$ cat src/rtl/fetch_unit.sv
// fetch_unit: instruction fetch stage feeding the control unit.
// Holds the PC, issues single-outstanding req/ack reads to instruction
// memory, and queues fetched words in a small prefetch FIFO. Fetching
// stops after a halt word. A redirect reloads the PC and flushes the FIFO.
//
// Ports:
//   clk, rst_n            clock, asynchronous active-low reset
//   start                 pulse: leave IDLE and begin fetching
//   redirect, redirect_pc pulse: flush buffer, pc <= redirect_pc
//   imem_req, imem_addr   registered read request / address (held until ack)
//   imem_ack, imem_data   read completion and returned word
//   inst_valid/ready      head-of-buffer handshake to the control unit
//   inst_word/opcode/pc   head entry, its opcode field and fetch address
//   halted                halt fetched, buffer drained, nothing outstanding
module fetch_unit #(
  parameter int unsigned         ADDR_W   = 8,
  parameter int unsigned         INST_W   = 16,
  parameter int unsigned         DEPTH    = 2,
  parameter logic [ADDR_W-1:0]   PC_RESET = '0
) (
  input  logic              clk,
  input  logic              rst_n,
  input  logic              start,
  input  logic              redirect,
  input  logic [ADDR_W-1:0] redirect_pc,
  output logic              imem_req,
  output logic [ADDR_W-1:0] imem_addr,
  input  logic              imem_ack,
  input  logic [INST_W-1:0] imem_data,
  output logic              inst_valid,
  input  logic              inst_ready,
  output logic [INST_W-1:0] inst_word,
  output logic [3:0]        inst_opcode,
  output logic [ADDR_W-1:0] inst_pc,
  output logic              halted
);

  localparam int unsigned PTR_W   = $clog2(DEPTH);
  localparam int unsigned CNT_W   = $clog2(DEPTH + 1);
  localparam int unsigned OPC_W   = 4;
  localparam logic [OPC_W-1:0] OP_HALT = 4'd5;

  typedef enum logic [1:0] {S_IDLE, S_FETCH, S_HALT} state_t;

  state_t              state_q, state_d;
  logic [ADDR_W-1:0]   pc_q, pc_d;
  logic [ADDR_W-1:0]   addr_q, addr_d;
  logic                req_q, req_d;
  logic                discard_q, discard_d;
  logic [CNT_W-1:0]    count_q, count_d;
  logic [PTR_W-1:0]    rd_ptr_q, rd_ptr_d;
  logic [PTR_W-1:0]    wr_ptr_q, wr_ptr_d;
  logic [INST_W-1:0]   word_mem_q [DEPTH];
  logic [INST_W-1:0]   word_mem_d [DEPTH];
  logic [ADDR_W-1:0]   pc_mem_q   [DEPTH];
  logic [ADDR_W-1:0]   pc_mem_d   [DEPTH];

  logic pop_c;
  logic ack_c;

  // State and datapath registers
  always_ff @(posedge clk or negedge rst_n) begin
    if (!rst_n) begin
      state_q   <= S_IDLE;
      pc_q      <= PC_RESET;
      addr_q    <= PC_RESET;
      req_q     <= 1'b0;
      discard_q <= 1'b0;
      count_q   <= '0;
      rd_ptr_q  <= '0;
      wr_ptr_q  <= '0;
      for (int i = 0; i < int'(DEPTH); i++) begin
        word_mem_q[i] <= '0;
        pc_mem_q[i]   <= '0;
      end
    end else begin
      state_q    <= state_d;
      pc_q       <= pc_d;
      addr_q     <= addr_d;
      req_q      <= req_d;
      discard_q  <= discard_d;
      count_q    <= count_d;
      rd_ptr_q   <= rd_ptr_d;
      wr_ptr_q   <= wr_ptr_d;
      word_mem_q <= word_mem_d;
      pc_mem_q   <= pc_mem_d;
    end
  end

  // Next-state: redirect, ack/enqueue, pop, request issue
  always_comb begin
    state_d    = state_q;
    pc_d       = pc_q;
    addr_d     = addr_q;
    req_d      = req_q;
    discard_d  = discard_q;
    count_d    = count_q;
    rd_ptr_d   = rd_ptr_q;
    wr_ptr_d   = wr_ptr_q;
    word_mem_d = word_mem_q;
    pc_mem_d   = pc_mem_q;

    pop_c = (count_q != '0) && inst_ready;
    ack_c = req_q && imem_ack;

    if (redirect && (state_q != S_IDLE)) begin
      state_d  = S_FETCH;
      pc_d     = redirect_pc;
      count_d  = '0;
      rd_ptr_d = '0;
      wr_ptr_d = '0;
      // An in-flight read must still complete; its word is dropped.
      if (req_q && !imem_ack) begin
        discard_d = 1'b1;
      end else begin
        req_d     = 1'b0;
        discard_d = 1'b0;
      end
    end else begin
      if (state_q == S_IDLE) begin
        if (redirect) pc_d = redirect_pc;
        if (start) state_d = S_FETCH;
      end

      if (ack_c) begin
        req_d = 1'b0;
        if (discard_q) begin
          discard_d = 1'b0;
        end else begin
          word_mem_d[wr_ptr_q] = imem_data;
          pc_mem_d[wr_ptr_q]   = pc_q;
          wr_ptr_d             = wr_ptr_q + PTR_W'(1);
          count_d              = count_d + CNT_W'(1);
          pc_d                 = pc_q + ADDR_W'(1);
          if (imem_data[INST_W-1 -: OPC_W] == OP_HALT) state_d = S_HALT;
        end
      end

      if (pop_c) begin
        rd_ptr_d = rd_ptr_q + PTR_W'(1);
        count_d  = count_d - CNT_W'(1);
      end

      // Issue back-to-back with an ack when a slot is (or becomes) free.
      if ((state_q == S_FETCH) && (state_d == S_FETCH) && !req_d &&
          (count_d < CNT_W'(DEPTH))) begin
        req_d  = 1'b1;
        addr_d = pc_d;
      end
    end
  end

  assign imem_req    = req_q;
  assign imem_addr   = addr_q;
  assign inst_valid  = (count_q != '0);
  assign inst_word   = word_mem_q[rd_ptr_q];
  assign inst_opcode = word_mem_q[rd_ptr_q][INST_W-1 -: OPC_W];
  assign inst_pc     = pc_mem_q[rd_ptr_q];
  assign halted      = (state_q == S_HALT) && (count_q == '0) && !req_q;

endmodule

$ cat config.mk
export PLATFORM = sky130hd
export DESIGN_NAME = fetch_unit
export DESIGN_NICKNAME = d
export VERILOG_FILES = /design/src/rtl/fetch_unit.sv
export SDC_FILE = /design/constraint.sdc
export NUM_CORES = 1
export LEC_CHECK = 0
export CAP_MARGIN = 20
export CORE_MARGIN = 2
export CORE_UTILIZATION = 57
export DETAILED_ROUTE_END_ITERATION = 16
export DONT_BUFFER_PORTS = 1
export PLACE_DENSITY = 0.75
export SYNTH_ARGS = -nofsm -noshare
export SYNTH_HDL_FRONTEND = slang
export SYNTH_SLANG_ARGS = --single-unit
export TNS_END_PERCENT = 10
$ cat constraint.sdc
create_clock -name clk -period 1.85 [get_ports clk]
set_input_delay 0.2775 -clock clk [delete_from_list [all_inputs] [get_ports clk]]
set_output_delay 0.2775 -clock clk [all_outputs]
set_load 0.005 [all_outputs]
# --- Word level (Yosys, flattened, before mapping) ---
# Cells that the tools add are included.
word_totals:
  regBits: 72
  in_bits: 30
  output_inout_bits: 39
  word_cells: 96
op_classes:
  n_addsub: 5
  n_lt_le_gt_ge: 4
  eq_ne: 6
  mux: 43
  n_bitwise: 4
  reduce_logical: 22
op_table:
  columns: ["operator", "n"]
  rows:
  - ["$mux W8", 9]
  - ["$mux W16", 4]
  - ["$bwmux W32", 1]
  - ["$mux W2", 13]
  - ["$bwmux W16", 1]
  - ["$demux W16 S1", 1]
  - ["$mux W1", 13]
  - ["$logic_and A1 B1 Y1", 10]
  - ["$add A8 B1 Y8 const B", 1]
  - ["$demux W8 S1", 1]
  - ["$reduce_bool A2 Y1", 4]
  - ["$eq A2 B1 Y1 const B", 2]
  - ["$eq A4 B3 Y1 const B", 1]
  - ["$ge A2 B2 Y1 const B", 2]
  - ["$logic_not A2 Y1", 2]
  - ["$not A1 Y2", 2]
  - ["$reduce_and A2 Y1", 2]
  - ["$logic_not A1 Y1", 3]
  - ["$reduce_and A3 Y1", 1]
  - ["$add A1 B1 Y1 const B", 2]
  - ["$add A2 B1 Y2 const B", 1]
  - ["$eq A2 B2 Y1 const B", 1]
  - ["$lt A2 B1 Y1 const B", 1]
  - ["$lt A2 B2 Y1 const B", 1]
  - ["4 further kinds", 5]

# --- Longest topological paths before layout ---
# Gate-level depths: netlist of the first run.
logic_depth:
  ltp_word: 12
  depth_mapped: 7
  depth_no_buf: 7

# --- Least setup slack after synthesis of the first run ---
# OpenSTA, ideal clock, no wires.
synth_timing:
  path_type: "register to register"
  from: "reg count_q[0]"
  to: "reg addr_q[0], in the netlist imem_addr[0]"
  arrival_ns: 1.733
  required_time_ns: 1.725
  setup_slack_ns: -0.008
  stages_incl_launch_ff: 8
  synth_period_minus_slack_ns: 1.858
  path_cell_list: "dfrtp_1 -> inv_1 -> ha_1 -> and3b_1 -> mux2i_1 -> xnor2_2 -> nand4_4 -> mux2_2"
synth_between:
  elab_chain_len: 10
  word_cells_on_any_way: 12
synth_rtl:
  columns: ["item", "line", "text"]
  rows:
  - ["start: declaration", "50", "logic [CNT_W-1:0] count_q, count_d;"]
  - ["start signal: assignment", "82", "count_q <= count_d;"]
  - ["$add A2 B1 Y2", "133", "count_d = count_d + CNT_W'(1);"]
  - ["$mux W2", "127", "if (discard_q) begin"]
  - ["$mux W2", "125", "if (ack_c) begin"]
  - ["$mux W2", "106", "if (redirect && (state_q != S_IDLE)) begin"]
  - ["$sub A2 B1 Y2", "141", "count_d = count_d - CNT_W'(1);"]
  - ["$mux W2 (*)", "139", "if (pop_c) begin"]
  - ["$mux W2 (*)", "106", null]
  - ["$lt A2 B2 Y1 (*)", "146", "(count_d < CNT_W'(DEPTH))) begin"]
  - ["$logic_and A1 B1 Y1 (*)", "145", "if ((state_q == S_FETCH) && (state_d == S_FETCH) && !req_d &&"]
  - ["$reduce_and A2 Y1 (no source line) (*)", null, null]
  - ["end signal: assignment", "79", "addr_q <= addr_d;"]
  - ["end: declaration", "47", "logic [ADDR_W-1:0] addr_q, addr_d;"]
# Every way passes the cells marked *; elsewhere a longest branch is shown, timed or not. The select of a mux whose other input is x is not followed.
# A chain may end at the register's enable or synchronous reset.

# --- Worst setup path after layout of the first run ---
layout_timing:
  from: "reg count_q[0]"
  to: "reg addr_q[6], in the netlist imem_addr[6]"
# The elaborated chain is that of the path after synthesis.

==> impl_summary.md, run 1 <==
Status
The flow ran to the end, but the final reports show violations. The final reports fail on hold timing.

Timing
The final-report setup violation count is 0. Setup total negative slack on the finished layout was measured at 0 ns. The worst clock skew is 0.00757 ns. Headroom to the max-slew limit came out at 0.779. Setup repair after global routing could not meet its margin everywhere.

The max-slew violation total from the final report came to 0. The final setup slack of the worst path is 0.0374 ns. The smallest clock period supported by the final layout is computed as 1.81 ns. Final hold analysis gives a worst-case slack of -0.381 ns. The count of final hold-check violations was 72. The portion of the clock cycle consumed by the worst path in the final layout is 0.980.

Timing would allow up to 0.552 GHz. The slew of the pin with the lowest slew margin is 0.328 ns.

Detailed routing
Summed over all layers, the routed wires come to 6710 microns. The average wire per cell in the routed design is 18.2 microns. After detailed routing, the number of vias per cell comes to 5.82. Across all layers, the routed design uses 2142 vias. In this run the remaining antenna-violating nets after routing total 0. For this run, design rule violations remaining after detail routing come to 0.

The first routing iteration left 96 violations. The length of the first detailed-routing pass in iterations is 4.

Flow run
Across the run, the number of max-cap violations was 0.

Setup path
In this run the worst setup path begins at count_q[0]$_DFF_PN0_. The most critical setup path has its endpoint at imem_addr[6]$_DFFE_PN0P_. Data arrives at the worst endpoint at 2.03 ns. The peak fanout along the critical path is 5.

The number of cells on the worst reg-to-reg path is 8. The worst setup path is launched from a register. In this run the register-to-register setup slack is 0.04 ns.

At the worst endpoint, the required time is 2.07 ns. The worst setup path is captured at a register. The endpoint of the worst register-to-register path is imem_addr[6]$_DFFE_PN0P_. The startpoint-to-endpoint class of the critical path is register to register.

In this run the critical register-to-register path is launched from count_q[0]$_DFF_PN0_.

Clock tree
TritonCTS built the clock tree. The count of hold buffers inserted by post-cts repair is 1. The H-tree was split into 3 levels.

The clock-pin transition on the worst setup and hold timing paths is 0.08 ns. The clock reaches the later pin of the worst-skew pair after 0.35 ns. Counting along the longest clock path gives a buffer depth of 2. TritonCTS created 9 clock buffers. The buffer cell driving the clock tree root is clkbuf_8. The clock net in this run drives a total of 72 sinks.

Logic synthesis
Counting every net in the synthesized netlist gives 305. Yosys mapped a number of flops with a built-in enable equal to 0. The post-synthesis async set-or-reset flop share is 1.00. During synthesis, Yosys emitted a total of 0 warnings.

The synthesized instance count is 273. The distinct cell type count after synthesis is 41. The biggest area consumer among synthesized cells is dfrtp_1. After synthesis, the most frequently instantiated cells are 74 x mux2_2, 72 x dfrtp_1, 23 x nand2_1.

The combined area of all synthesized cells is 3400 sq um. The share of the Yosys chip area taken by registers is 0.531. Among all flip-flop cells after synthesis, the most frequent one is dfrtp_1. The mean area per synthesized cell is 12.4 sq um. By area the synthesized netlist is led by dfrtp_1 53%, mux2_2 25%, nand2_1 2.5%.

mux2_2 is the most common cell in the netlist. The synthesized flop and latch total is 72. The share of synthesized area in the top cell type comes to 0.531.

Global route
The via count of the first global-routing pass is 2258. The initial antenna violation count is 0. The first global-routing pass estimated 10600 microns of wire. The maximum number of pins on one net before global-route repair is 73. The global-route congestion overflow total is 0.

The global-route usage over all layers is 0.219.

Power and ir drop
The internal power of the cells totals 4.12 mW. The fraction of power consumed by sequential logic is 0.438. The analysis attributes to net switching a power of 1.92 mW. The clock network fraction of total power is 0.198.

IR analysis of the VDD net gives a maximum drop of 0.722 mV. The leakage power summed over all cells is 1.72 nW. The fraction of power spent switching nets is 0.318. The share of total power dissipated in combinational logic is 0.364. The power density over the cells is 1570 nW/um^2.

Layout
The repair_antennas step left the layout with diodes totalling 0. The area growth from synthesis to layout is 12.9%. The share of post-route cells with drive strength above 1 is 0.406.

The net count of the finished layout is 320.

Die
The floorplan row count is 28. The core region is 5850 sq um. The top-level I/O count is 69. The die is 81.2 microns wide. The chip height is 81.2 microns. The die covers 6590 sq um. The initial standard-cell utilization of the core is 0.580.

Worst hold path
The min-delay analysis places its worst path in the category primary input to async pin.

Place
The congestion estimate from routability-driven global placement came to 0.831. The number of buffers added on ports is 0. The HPWL after detailed placement is 4670 microns. The worst slack after detailed placement is -0.114 ns.
## registers in the layout, indices dropped and copies added (netlist names)
register    count
pc_mem_q       16
pc_q            8
imem_req        1
word_mem_q     32
wr_ptr_q        1
discard_q       1
rd_ptr_q        1
imem_addr       8
state_q         2
count_q         2
## layout by cell type, fill, tap and decap left out, drive strengths merged, types with 3 or more instances in the layout
cell type / synthesis / routed
buf: 9 / 18
nor4: 3 / 3
clkbuf: 6 / 10
mux2: 74 / 74
clkinv: 0 / 3
nor3: 3 / 3
o21ai: 10 / 10
nand3: 6 / 6
nor2: 10 / 10
mux2i: 8 / 8
inv: 10 / 10
dfrtp: 72 / 72
a21oi: 7 / 7
xnor2: 4 / 4
nand2: 23 / 23
## worst min-delay path by stage
| stage | from | endpoint | slack, ns | cells after the start |
|---|---|---|---|---|
| after floorplan | rst_n | count_q[0]$_DFF_PN0_ | -0.02 | 0 |
| after global placement | rst_n | word_mem_q[3]$_DFFE_PN0P_ | -0.02 | 0 |
| after detailed placement | rst_n | word_mem_q[0]$_DFFE_PN0P_ | -0.02 | 0 |
| after CTS | rst_n | pc_mem_q[8]$_DFFE_PN0P_ | -0.40 | 0 |
| after global routing | rst_n | word_mem_q[26]$_DFFE_PN0P_ | -0.41 | 0 |
| final | rst_n | word_mem_q[29]$_DFFE_PN0P_ | -0.38 | 0 |
## metal layers
metal	part of all wire	track usage	wire [microns]
met2	0.50	0.363	3350
met3	0.080	0.0800	535
met1	0.41	0.253	2730
met4	0.014	0.0983	96
met5	0	0	0
## through the flow
stage	util	cell area, sq um	power [mW]	hold WS [ns]	cells
final	0.655	3830	6.04	-0.381	368
after floorplan	-	3400	4.30	-0.0181	273
after CTS	0.654	3820	6.10	-0.397	368
after global placement	0.614	3590	4.72	-0.0164	350
after detailed placement	0.614	3590	4.83	-0.0165	350
after global routing	0.655	3830	6.43	-0.407	368
## cell families (layout without fill, tap and decap cells)
logic type               count (synthesis)  count (layout)  synth area share
flip-flops                              72              72             0.531
AND/OR/NAND/NOR                         58              58            0.0895
adder cells (fa/ha/maj)                  2               2           0.00737
AO/OA/AOI/OAI                           30              30            0.0553
XOR/XNOR                                 4               4            0.0125
multiplexers                            82              82             0.269
buffers and inverters                   25              45            0.0357
## layout make-up
class | count | area (sq um)
timing repair buffer | 19 | 195
multi-input combinational | 176 | 1520
fill | 458 | 2020
tap | 75 | 93.8
clock buffer | 10 | 128
inverter | 10 | 37.5
clock inverter | 6 | 60.1
sequential | 72 | 1800
## critical path, cell delays in order (launching register included)
cell and delay [ns]:
dfrtp_1 0.38, inv_1 0.07, ha_1 0.20, and3b_1 0.22
mux2i_4 0.18, xnor2_2 0.17, nand4_4 0.16, buf_4 0.19
mux2i_1 0.11
## power groups by stage
stage                     Clock [mW]  Sequential [mW]  Combinational [mW]
after detailed placement           0             2.67                2.16
after global routing            1.29             2.72                2.42
after CTS                       1.22             2.65                2.24
final                           1.20             2.64                2.20
after global placement             0             2.63                2.09
after floorplan                    0             2.53                1.77
## timing repair
| item | 4_1_cts | 5_1_grt |
|---|---|---|
| pin swaps | 2 | 1 |
| endpoints found under the hold margin | 73 | 72 |
| buffers inserted | 1 | 0 |
| cloned | 0 | 0 |
| gates resized for setup | 4 | 3 |
| endpoints found under the setup margin | 8 | 15 |
Note: power is estimated with default switching activity, not from simulation.
==> run 2: changes to the inputs <==
- SKIP_CTS_REPAIR_TIMING: not set -> 1
==> impl_summary.md, run 2 (synthesis gave the netlist of run 1 again) <==
Global route
The via count of the first global-routing pass was 2242. The maximum number of pins on one net before global-route repair is 73. The initial antenna violation count is 0. For this run, the total global-route usage over all layers was measured as 0.219. After global routing the overflow that remains totals 0. The first-pass GRT wire length is 10600 microns.

Place
The worst slack after detailed placement is -0.114 ns. Routability-driven placement finished with a final weighted congestion of 0.831. Once placement completed, the tool counted placed cells totaling 350. The HPWL after detailed placement is 4670 microns.

Buffers placed on the I/O ports in this run total 0. The post-detailed-placement cell area is 3590 sq um.

Setup path
The worst register-to-register path ends at imem_addr[0]$_DFFE_PN0P_. The largest single stage delay on the critical path is 0.38 ns. Data on the critical path is required at its endpoint by 2.09 ns. The critical path is of the register to register type. The cell type group with the largest total delay on the critical path is multiplexers. Traced cell by cell, the critical path runs through inv_1 -> ha_4 -> and3b_1 -> mux2i_4 -> xnor2_2 -> nand4_4 -> mux2_4. The setup slack on the worst flop-to-flop path is -0.001 ns. The worst setup path is captured at a register. The number of cells on the worst reg-to-reg path is 7. At the worst endpoint, the arrival time is 2.09 ns. The launching point of the worst reg2reg path is count_q[0]$_DFF_PN0_. Among all stages on the critical path, the largest delay is contributed by dfrtp_1.

Counting both buffers and inverters, the worst setup path holds a total of 1. The peak fanout along the critical path is 5. The launching element type of the critical path is a register.

Detailed routing
The via count is 2117. The number of vias per cell after detailed routing is 5.77. In this run the remaining antenna-violating nets after routing total 0.

Before antenna repair, the detailed router went through 4 iterations. After detailed routing, the number of remaining DRC violations is 0. The final routed wirelength across all metal layers is 6780 microns. The average wire per cell in the routed design is 18.5 microns.

The detailed router finished its first iteration with 97 violations.

Die
The floorplan row count is 28. Measured along the x axis, the die boundary spans 81.2 microns. Measured along the y axis, the die boundary spans 81.2 microns. The top-level I/O count is 69. The core region is 5850 sq um. For this configuration, the core starts out at a cell density of 0.580.

The floorplan die area is 6590 sq um.

Layout
The register with the most flip-flops in the layout has 32 of them. Once layout is done, the placed cells without fillers occupy 3850 sq um. The multi-input combinational cells in the finished layout cover a total of 1540 sq um. The area growth from synthesis to layout is 13.4%. 0 antenna diodes ended up in the layout.

Leaving out fill and tap cells, the most frequent cell in the layout is mux2_2. In the final layout, the share of cells above drive strength 1 is 0.414. The largest registers in the layout are word_mem_q x32, pc_mem_q x16. The largest register by flop count is word_mem_q. In the layout the commonest cells are 73 x mux2_2, 71 x dfrtp_1, 23 x nand2_1. In the final layout, flip-flops and latches occupy 1800 sq um. In the final design database the tool counted 319 nets. Fill cells in the final layout number 452. Excluding fillers, the count of instances in the completed layout stands at 367.

Timing
Summed over all failing endpoints, the final setup total negative slack is -0.00118 ns. Static timing analysis puts the maximum clock frequency at 0.540 GHz. Setup violations remaining at the end of the flow were counted as 1. The minimum hold slack is -0.383 ns. The portion of the clock cycle consumed by the worst path in the final layout is 1.00.

The slew of the pin with the lowest slew margin is 0.361 ns. Clock skew on the completed layout was measured at 0.00797 ns. In the post-route analysis, the smallest setup slack over all paths is -0.00118 ns. Headroom to the max-slew limit came out at 0.758.

The count of final hold-check violations is 72. Setup repair after global routing could not meet its margin everywhere. The max-slew violation total from the final report is 0.

The minimum clock period is 1.85 ns.

Flow run
Max-cap violations in this run came to 0.

Power and ir drop
The leakage power summed over all cells is 1.72 nW. IR analysis of the VDD net gives a maximum drop of 0.724 mV. The power density over the cells is 1600 nW/um^2.

Clock tree
The deepest clock path buffer count is 2. In this run the number of H-tree levels came out at 3. The number of buffers inserted during clock tree synthesis is 9. Clock tree synthesis selected as its root buffer the cell clkbuf_8.

TritonCTS built the clock tree. The later pin in the worst-skew pair is clocked with a latency of 0.35 ns. After clock tree synthesis, the clock-pin slew on the worst setup and hold paths is 0.08 ns. The number of sinks handled by clock tree synthesis is 72.

Status
The flow ran to the end, but the final reports show violations. The final reports fail on hold timing, setup timing.

Worst hold path
The class of the worst hold path is primary input to async pin.
run 2: cell types whose count changed in the layout (fill, tap and decap cells not counted), sizes merged:
cell	delta
dlygate4sd3	-1
run 2: worst max-delay path by stage:
stage	cells past startpoint	slack [ns]	startpoint	endpoint
6_report	7	-0.001	count_q[0]$_DFF_PN0_	imem_addr[0]$_DFFE_PN0P_
5_1_grt	6	-0.06	discard_q$_DFFE_PN0P_	imem_addr[4]$_DFFE_PN0P_
4_1_cts	8	-0.12	count_q[0]$_DFF_PN0_	imem_addr[6]$_DFFE_PN0P_
3_5_place_dp	8	-0.11	count_q[0]$_DFF_PN0_	imem_addr[6]$_DFFE_PN0P_
3_3_place_gp	6	-0.02	discard_q$_DFFE_PN0P_	imem_addr[1]$_DFFE_PN0P_
2_1_floorplan	6	0.02	imem_req$_DFFE_PN0N_	imem_addr[0]$_DFFE_PN0P_
run 2: through the flow:
step / util / power [mW]
floorplan: - / 4.30
CTS: 0.646 / 6.04
global placement: 0.614 / 4.72
finish: 0.658 / 6.17
global route: 0.658 / 6.55
detailed placement: 0.614 / 4.83
run 2: where the power goes:
| group | switching, mW | internal, mW | leakage [nW] | total [mW] |
|---|---|---|---|---|
| sequential | 0.409 | 2.24 | 0.900 | 2.65 |
| combinational | 0.982 | 1.34 | 0.730 | 2.32 |
| clock | 0.584 | 0.616 | 0.0920 | 1.20 |
run 2: routing by layer:
metal	global-route usage	part of all wire	vias to the layer above
li1	-	-	989
met1	0.256	0.41	1049
met2	0.363	0.50	71
met3	0.0767	0.081	8
met4	0.0983	0.012	0
met5	0	0	-
run 2: final cells by class:
| cell class | instances | area share |
|---|---|---|
| flip-flops and latches | 72 | 0.468 |
| multi-input cells | 176 | 0.399 |
| repair buffers | 18 | 0.0500 |
| clock buffers | 10 | 0.0331 |
| well taps | 75 | 0.0244 |
| clock inverters | 6 | 0.0156 |
| inverters | 10 | 0.00974 |
==> run 3: changes to the inputs <==
- CORE_MARGIN: 2 -> 1.5
- CORE_UTILIZATION: 57 -> 55
- PLACE_DENSITY: 0.75 -> 0.73
==> impl_summary.md, run 3 (synthesis gave the netlist of run 1 again) <==
Timing
The final setup slack of the worst path is 0.0349 ns. In the final timing run, aggregate negative setup slack is 0 ns. Setup repair after global routing could not meet its margin everywhere.

The count of final hold-check violations came to 72. The relative slew slack is 0.783. The slew of the pin with the lowest slew margin is 0.323 ns. The max-slew violation total from the final report is 0. The minimum clock period is 1.82 ns.

Across the routed clock network, the largest skew measured is 0.00604 ns. Hold timing on the final database bottoms out at a slack of -0.378 ns. Of the available clock period, the critical path in the final layout requires 0.981. The top achievable clock speed is 0.551 GHz. The final-report setup violation count is 0.

Power and ir drop
Of the total power, the clock network draws 0.196. Overall power consumption after layout is estimated at 6.09 mW. The leakage power summed over all cells is 1.72 nW. Of the total power, the share spent switching nets is 0.319.

The share of total power dissipated in combinational logic is 0.370. The fraction of power consumed by sequential logic is 0.434. IR analysis of the VDD net gives a maximum drop of 0.834 mV. The analysis attributes to net switching a power of 1.94 mW. The internal portion of the total power is 4.15 mW. The power density over the cells is 1590 nW/um^2.

Clock tree
TritonCTS built the clock tree. After clock tree synthesis, the clock-pin slew on the worst setup and hold paths is 0.08 ns. The clock net in this run drives a total of 72 sinks.

The number of levels the H-tree was split into is 3. The buffer cell driving the clock tree root is clkbuf_8. No sink is reached through more buffers than the 2 on the longest clock path. The number of buffers inserted during clock tree synthesis is 9. The clock insertion delay at the later pin of the skew report is 0.34 ns.

Detailed routing
The average wire per cell in the routed design is 18.3 microns. For this run, design rule violations remaining after detail routing come to 0. After detailed routing, the number of vias per cell comes to 5.80. In the detailed route, the total length drawn on met3 is 552 microns. The antenna violation net count after detailed routing is 0. The first detailed-routing pass took 4 iterations. In the detailed route, the total length drawn on met2 is 3200 microns. The routed design has 6740 microns of wire. The routed layout has 2141 vias.

The first routing iteration left 107 violations. After detailed routing, the wire length on met1 is 2920 microns. The top layer used by detailed routing is met4.

Place
The routability-driven placement congestion ratio is 0.847. The post-detailed-placement cell area is 3590 sq um. The number of placed instances, taps included, is 351.

OpenSTA, run right after detailed placement, puts the worst setup slack at -0.0274 ns. Detailed placement finished with a half-perimeter wire length of 4610 microns. The number of buffers added on ports is 0.

Setup path
The worst setup path is captured at a register. The setup path with the least slack is of type register to register. Walking the worst path, the cells encountered are inv_2 -> ha_4 -> and3b_1 -> mux2i_2 -> xnor2_2 -> nand4_4 -> mux2_4.

In this run the worst path has a maximum fanout of 5. The cell type group with the largest total delay on the critical path is multiplexers. The critical path's largest stage delay is 0.39 ns. The cell with the largest stage delay on the worst path is dfrtp_1. The count of buffer and inverter cells on the critical path is 1.

STA classifies the critical path startpoint as a register. STA puts the critical path data required time at 2.08 ns. STA puts the critical path data arrival time at 2.04 ns.

Global route
Entering global routing, the biggest net connects 73 pins. For this run the aggregate overflow at the end of global routing stands at 0. In the global route stage, overall resource usage came out at 0.216. The first-pass GRT wire length is 10600 microns.

The via count of the first global-routing pass is 2142. The initial antenna violation count is 0.

Layout
The register with the most flip-flops in the layout has 32 of them. The largest registers in the layout are word_mem_q x32, pc_mem_q x16. The largest register by flop count is word_mem_q. At the end of the flow, the number of nets in the layout was 322.

The share of post-route cells with drive strength above 1 is 0.415. The commonest non-fill, non-tap cell in the layout is mux2_2. After routing the design area is 3830 sq um. The area growth from synthesis to layout is 12.7%. The number of antenna diodes in the final layout is 0. The library cells used most frequently in the layout, excluding fill and tap cells, are 73 x mux2_2, 72 x dfrtp_1, 23 x nand2_1. For this run, the number of standard cells in the final layout without fillers is 369.

Die
The chip height is 81.6 microns. In this run the horizontal extent of the chip is 81.6 microns. The core region is 5960 sq um. The initial standard-cell utilization of the core is 0.570.

During I/O placement, the number of pins put on the boundary was 69. The floorplan die area is 6650 sq um. The initialized floorplan defines 28 standard-cell rows.

Worst hold path
The class of the worst hold path is primary input to async pin.

Status
The run finished, with violations left. The final reports fail on hold timing.

Flow run
The tool flagged a number of max-cap violations equal to 0.
## run 3: per-layer routing
metal	global-route usage	vias to the layer above
met2	0.345	70
met3	0.0767	8
met5	0	-
met1	0.268	1064
met4	0.0814	0
li1	-	999
## run 3: final timing paths
| kind | from | end | slack, ns | cells after the start |
|---|---|---|---|---|
| min in group clk | imem_ack | discard_q$_DFFE_PN0P_ | 0.02 | 1 |
| max | count_q[1]$_DFF_PN0_ | imem_addr[4]$_DFFE_PN0P_ | 0.03 | 7 |
| min reg2reg | pc_mem_q[15]$_DFFE_PN0P_ | pc_mem_q[15]$_DFFE_PN0P_ | 0.50 | 1 |
| max in group asynchronous | rst_n | pc_mem_q[12]$_DFFE_PN0P_ | 2.13 | 0 |
| max reg2reg | count_q[1]$_DFF_PN0_ | imem_addr[4]$_DFFE_PN0P_ | 0.03 | 7 |
| min | rst_n | word_mem_q[20]$_DFFE_PN0P_ | -0.38 | 0 |
## run 3: worst reg2reg max path, stage by stage (launching register included)
cell and delay (ns):
dfrtp_1 0.39, inv_2 0.08, ha_4 0.14, and3b_1 0.18
mux2i_2 0.23, xnor2_2 0.17, nand4_4 0.18, mux2_4 0.34
## run 3: per-stage QoR
stage	hold WS, ns	utilization
2_1_floorplan	-0.0181	-
3_3_place_gp	-0.0159	0.603
3_5_place_dp	-0.0158	0.603
4_1_cts	-0.388	0.634
5_1_grt	-0.400	0.642
6_report	-0.378	0.642
## run 3: cell type report
type | count | area, sq um
sequential | 72 | 1800
tap | 75 | 93.8
clock buffer | 9 | 124
fill | 470 | 2130
timing repair buffer | 21 | 203
inverter | 10 | 37.5
clock inverter | 6 | 61.3
multi-input combinational | 176 | 1510
## run 3: power groups by stage
stage	registers (mW)	clock network, mW	logic [mW]
final	2.64	1.20	2.25
after global routing	2.74	1.29	2.47
after CTS	2.65	1.21	2.14
after detailed placement	2.67	0	2.13
after global placement	2.63	0	2.07
after floorplan	2.53	0	1.77
